--- src/rtl/video_arb_pkg.sv ---
// Shared types and constants for the video RAM slot arbiter and its read pipeline.
package video_arb_pkg;

   typedef enum logic [1:0] {OWN_NONE, OWN_VID, OWN_CPU} owner_t;

   typedef enum logic [1:0] {C_IDLE, C_WAIT, C_FLIGHT, C_ACK} cpu_state_t;

   localparam logic [7:0] DEF_CPU_SLOT_MASK = 8'b1100_0000;
   localparam int         FIXED_LATENCY     = 3;
   // Cycles the CPU FSM spends in C_FLIGHT between grant and ack.
   localparam int         FLIGHT_CYCLES     = FIXED_LATENCY - 1;

endpackage

--- src/rtl/vram_rd_pipe.sv ---
// Owner-tag shift register that follows each RAM access and routes the captured
// read data to the video or CPU side three cycles after the grant.
module vram_rd_pipe
   import video_arb_pkg::*;
#(
   parameter int DW = 8
) (
   input  logic          clk,
   input  logic          reset,
   input  owner_t        issue_owner,
   input  logic          issue_we,
   input  logic [DW-1:0] ram_rdata,
   output logic          vid_valid,
   output logic [DW-1:0] vid_data,
   output logic          cpu_ack,
   output logic [DW-1:0] cpu_rdata
);

   owner_t tag0, tag1;
   logic   we0, we1;

   // tag1 lines up with ram_rdata; writes still ack but leave cpu_rdata untouched.
   always_ff @(posedge clk or posedge reset) begin
      if (reset) begin
         tag0      <= OWN_NONE;
         tag1      <= OWN_NONE;
         we0       <= 1'b0;
         we1       <= 1'b0;
         vid_valid <= 1'b0;
         vid_data  <= '0;
         cpu_ack   <= 1'b0;
         cpu_rdata <= '0;
      end else begin
         tag0      <= issue_owner;
         we0       <= issue_we;
         tag1      <= tag0;
         we1       <= we0;
         vid_valid <= (tag1 == OWN_VID);
         cpu_ack   <= (tag1 == OWN_CPU);
         if (tag1 == OWN_VID)
            vid_data <= ram_rdata;
         if (tag1 == OWN_CPU && !we1)
            cpu_rdata <= ram_rdata;
      end
   end

endmodule

--- src/rtl/vram_slot_arbiter.sv ---
// Time-slot arbiter sharing one single-port video RAM between the CPU and the
// video fetch sequencer; slots come from the low horizontal-chain phase bits.
module vram_slot_arbiter
   import video_arb_pkg::*;
#(
   parameter int         AW            = 10,
   parameter int         DW            = 8,
   parameter logic [7:0] CPU_SLOT_MASK = DEF_CPU_SLOT_MASK,
   parameter int         MAX_WAIT      = 16
) (
   input  logic          clk,
   input  logic          reset,
   input  logic [2:0]    h_phase,
   input  logic          vblank,
   input  logic          cpu_req,
   input  logic          cpu_we,
   input  logic [AW-1:0] cpu_addr,
   input  logic [DW-1:0] cpu_wdata,
   output logic          cpu_ack,
   output logic [DW-1:0] cpu_rdata,
   input  logic          vid_req,
   input  logic [AW-1:0] vid_addr,
   output logic          vid_valid,
   output logic [DW-1:0] vid_data,
   output logic          vid_miss,
   output logic [AW-1:0] ram_addr,
   output logic          ram_we,
   output logic [DW-1:0] ram_wdata,
   input  logic [DW-1:0] ram_rdata
);

   // CPU handshake: cpu_req stays high until the one-cycle cpu_ack pulse; the
   // address/data are sampled in the grant cycle, and a req still high in the
   // cycle after cpu_ack starts a fresh access.

   cpu_state_t state, state_nx;
   logic [1:0] flight_cnt;
   logic [7:0] wait_cnt;
   logic       cpu_waiting, in_cpu_slot, force_grant;
   logic       cpu_grant, vid_grant, vid_miss_nx;
   owner_t     issue_owner;

   assign cpu_waiting = (state == C_WAIT);
   assign in_cpu_slot = CPU_SLOT_MASK[h_phase];
   assign force_grant = cpu_waiting && (wait_cnt == 8'(MAX_WAIT));

   always_comb begin
      cpu_grant   = 1'b0;
      vid_grant   = 1'b0;
      vid_miss_nx = 1'b0;
      if (force_grant) begin
         cpu_grant   = 1'b1;
         // A CPU slot would have refused video anyway, so only count real losses.
         vid_miss_nx = vid_req && (vblank || !in_cpu_slot);
      end else if (!vblank && in_cpu_slot) begin
         cpu_grant = cpu_waiting;
         vid_grant = !cpu_waiting && vid_req;
      end else if (vid_req) begin
         vid_grant = 1'b1;
      end else if (vblank) begin
         cpu_grant = cpu_waiting;
      end
   end

   always_comb begin
      state_nx = state;
      case (state)
         C_IDLE:   if (cpu_req) state_nx = C_WAIT;
         C_WAIT:   if (cpu_grant) state_nx = C_FLIGHT;
         C_FLIGHT: if (flight_cnt == 2'(FLIGHT_CYCLES - 1)) state_nx = C_ACK;
         C_ACK:    state_nx = C_IDLE;
         default:  state_nx = C_IDLE;
      endcase
   end

   always_comb begin
      issue_owner = OWN_NONE;
      if (cpu_grant)
         issue_owner = OWN_CPU;
      else if (vid_grant)
         issue_owner = OWN_VID;
   end

   always_ff @(posedge clk or posedge reset) begin
      if (reset) begin
         state      <= C_IDLE;
         flight_cnt <= '0;
         wait_cnt   <= '0;
         vid_miss   <= 1'b0;
         ram_addr   <= '0;
         ram_we     <= 1'b0;
         ram_wdata  <= '0;
      end else begin
         state      <= state_nx;
         flight_cnt <= (state == C_FLIGHT) ? flight_cnt + 2'd1 : 2'd0;
         vid_miss   <= vid_miss_nx;
         if (!cpu_waiting || cpu_grant)
            wait_cnt <= '0;
         else if (wait_cnt != 8'(MAX_WAIT))
            wait_cnt <= wait_cnt + 8'd1;
         // Idle cycles keep the last address on the RAM bus.
         ram_we <= 1'b0;
         if (cpu_grant) begin
            ram_addr  <= cpu_addr;
            ram_we    <= cpu_we;
            ram_wdata <= cpu_wdata;
         end else if (vid_grant) begin
            ram_addr <= vid_addr;
         end
      end
   end

   vram_rd_pipe #(.DW(DW)) u_rd_pipe (
      .clk         (clk),
      .reset       (reset),
      .issue_owner (issue_owner),
      .issue_we    (cpu_grant && cpu_we),
      .ram_rdata   (ram_rdata),
      .vid_valid   (vid_valid),
      .vid_data    (vid_data),
      .cpu_ack     (cpu_ack),
      .cpu_rdata   (cpu_rdata)
   );

endmodule

--- config.mk ---
export PLATFORM = sky130hd
export DESIGN_NAME = vram_slot_arbiter
export DESIGN_NICKNAME = d
export VERILOG_FILES = /design/src/rtl/video_arb_pkg.sv /design/src/rtl/vram_rd_pipe.sv /design/src/rtl/vram_slot_arbiter.sv
export SDC_FILE = /design/constraint.sdc
export NUM_CORES = 1
export LEC_CHECK = 0
export CAP_MARGIN = 30
export CORE_MARGIN = 1.5
export CORE_UTILIZATION = 40
export CTS_BUF_LIST = sky130_fd_sc_hd__clkbuf_16
export DETAILED_ROUTE_END_ITERATION = 6
export PLACE_DENSITY = 0.78
export SYNTH_ARGS = -nofsm -noshare
export SYNTH_HDL_FRONTEND = slang
export SYNTH_SLANG_ARGS = --single-unit
--- constraint.sdc ---
create_clock -name clk -period 1.7 [get_ports clk]
set_input_delay 0.34 -clock clk [delete_from_list [all_inputs] [get_ports clk]]
set_output_delay 0.34 -clock clk [all_outputs]
set_load 0.01 [all_outputs]
==> impl_results.md <==
* Die area at 0.00645 mm^2
* Mapped Area at 0.00239 mm^2
* Iteration-0 DRC Markers at 44
* Final ANT Viol Nets at 0
* Fraction of layout cells with a size suffix above 1 at 0.332
* Via/cell ratio at 4.76
* Setup repair after global routing missed its margin: true
* Sequential area share after synthesis at 0.576
* Synthesized net count at 213
* Failing checks: setup timing
* Pin count of the biggest net entering global routing at 56
* Yosys cell types at 27
* Ports at 83
* Area Overhead vs Synth at 53.0%
* CTS Sinks at 55
* First-pass GRT wire length at 7890 um
* Layout Nets at 318
* CP Max Fanout at 2
* Nature of the critical path endpoint: register
* Place WS at -0.407 ns
* Status: finished with violations
* Crit path arrival time at 2.18 ns
* Setup-failing EPs final at 21
* Post-synthesis adder-cell area fraction at 0.0314
* Crit share post-route at 1.18
* Syn Area/Cell at 14.8 um^2
* Final WL at 4880 um
* Most frequent cells in the layout: clkdlybuf4s50_1 (80), dfrtp_1 (55), mux2_2 (27)
* CP max stage cell: dfrtp_1
* Max-slew violation count at 0
* Initial Util at 0.424
* Gpl congestion at 0.747
* Wire per inst at 14.4 um
* CP cell instances: inv_1 -> ha_2 -> nor4b_4 -> a311oi_2 -> buf_4 -> a222oi_1 -> mux2_2
* Worst skew pair latency at 0.29 ns
* Die X at 80.3 um
* Crit path time final at 2.01 ns
* Mux cell area share after synthesis at 0.239
* Max VDD drop at 727 uV
* Detail Placement HPWL at 3610 um
* Post-synthesis cell count at 162
* Initial antenna violation count at 0
* Core area at 0.00564 mm^2
* H-tree levels at 2
* Number of diodes at 0
* Post-Synth Simple-Gate Area at 0.0801
* Pre-antenna DRT Iters at 4
* TritonCTS Buffers at 5
* Setup_tns at -3.13 ns
* Clk slew on worst S/H paths at 0.07 ns
* HP Class: reg2reg
* Fmax achieved at 499 MHz
* Setup crit start kind: register
* Root Driver: clkbuf_16
* Overflow after GRT at 0
* Residual DRC at 0
* Worst EP required at 1.88 ns
* Gr usage total at 0.158
* Max stage delay on crit path at 0.39 ns
* Clock Path Buffers at 2
* Row count at 27
* Synth Area in XOR/XNOR at 0.0220
* Critical path's top delay family: compound AO/OA/AOI/OAI gates
* Worst Tran Pin Value at 0.383 ns
* Vias in the first global route at 1722
* WP buf/inv at 2
* Top cell type's share of synthesized area at 0.576
* Synth warnings at 0
* Vias at 1619
* Number of max-cap violations at 0
* Compound-cell area share of the yosys netlist at 0.0183
* Synth Register Bits at 55
* Power density over cell area at 1390 mW/mm^2
* Hold buffers post-CTS at 0
* Commonest non-fill, non-tap cell in the layout: clkdlybuf4s50_1
* Final Hold Viols at 0
* Leading post-synthesis cells by cell area: dfrtp_1 (58%), mux2_2 (13%), mux2_4 (11%), ha_1 (3.1%), xor2_1 (1.8%)
* I/O Buffers at 81
* Leakage at 1.66 nW
* CTS tree: built
* Worst slew margin at 0.745
* Die H at 80.3 um
* Critical path class: reg2reg
* Yosys top cell by area: dfrtp_1
* Main combinational cell family by area after synthesis: multiplexers
* Clk_skew at 0.00349 ns
* Setup ws final at -0.306 ns
-- area by class of cell --
cell class                 instances  area, um^2
fill                             414        1990
sequential                        55        1380
timing repair buffer             102        1020
multi-input combinational         93         975
clock buffer                       5         125
tap                               72        90.1
inverter                           9        41.3
clock inverter                     3        23.8
timing repair inverter             1        8.76
-- registers in the layout, indices dropped and copies added, names as in the netlist --
name	cells
ram_addr	10
ram_wdata	8
u_rd_pipe.cpu_rdata	8
u_rd_pipe.vid_data	8
wait_cnt	8
flight_cnt	2
state	2
u_rd_pipe.tag0	2
u_rd_pipe.tag1	2
ram_we	1
u_rd_pipe.cpu_ack	1
u_rd_pipe.vid_valid	1
u_rd_pipe.we1	1
vid_miss	1
-- worst paths after layout --
kind / from / endpoint / slack [ns] / depth (start not counted)
max in group asynchronous: reset / ram_addr[2] / 1.05 / 3
setup / recovery: wait_cnt[0] / state[1] / -0.31 / 7
hold / removal: u_rd_pipe.tag0[0] / u_rd_pipe.tag1[0] / 0.35 / 0
setup reg to reg: wait_cnt[0] / state[1] / -0.31 / 7
hold reg to reg: u_rd_pipe.tag0[0] / u_rd_pipe.tag1[0] / 0.35 / 0
min in group asynchronous: reset / u_rd_pipe.vid_valid / 0.42 / 3
-- synthesized netlist by cell type --
cell       instances
and3_2             1
a311oi_2           1
buf_2              1
mux2_4            17
xor2_1             5
nand2b_4           1
xnor2_1            1
nand2_1            2
ha_1               6
nand3_1            6
buf_6              1
and2_2             1
dfrtp_1           55
a2bb2oi_1          1
and3_1             2
nor4b_4            1
nor2b_1            6
and3b_1            1
a222oi_1           1
inv_4              1
buf_12             1
nor2_1            10
a21bo_2            1
inv_1              8
clkbuf_1           2
mux2_2            28
nor3_1             1
-- per-layer routing --
layer	vias up	part of all wire	wire, um	GRT usage
met5	-	0	0	0
met4	0	0.0078	38	0.0310
met3	5	0.060	294	0.0386
met2	58	0.50	2420	0.274
met1	793	0.44	2130	0.200
li1	763	-	-	-
-- worst register-to-register path: stages (launching register included) --
cell      delay, ns
dfrtp_1        0.39
inv_1          0.06
ha_2           0.16
nor4b_4        0.27
a311oi_2       0.17
buf_4          0.17
a222oi_1       0.30
mux2_2         0.38
-- what timing repair did --
action,in CTS,in global routing
pin swaps,0,3
endpoints found under the hold margin,0,0
setup buffers,4,2
gates resized for setup,6,9
cloned,1,0
endpoints found under the setup margin,20,31
-- stage by stage --
step / area (um^2) / instances / util / hold slack (ns) / power [mW]
after floorplan: 2400 / 162 / - / 0.331 / 2.95
after global placement: 3410 / 326 / 0.604 / 0.335 / 3.92
after detailed placement: 3410 / 326 / 0.604 / 0.340 / 3.99
after CTS: 3610 / 338 / 0.639 / 0.354 / 5.09
after global routing: 3660 / 340 / 0.648 / 0.354 / 5.36
final: 3660 / 340 / 0.648 / 0.354 / 5.08
-- power by group --
group	internal (mW)	total [mW]	switching [mW]
Sequential	1.71	1.92	0.209
Combinational	1.37	2.14	0.761
Clock	0.554	1.02	0.465
-- kinds of logic (layout without fill, tap and decap cells) --
logic type / count (synthesis) / count (layout)
xor+xnor: 6 / 6
mux: 45 / 45
flops: 55 / 55
buf+inv: 14 / 120
fa+ha+maj: 6 / 6
simple gates: 32 / 32
compound gates: 4 / 4
(Power assumes the default switching activity.)
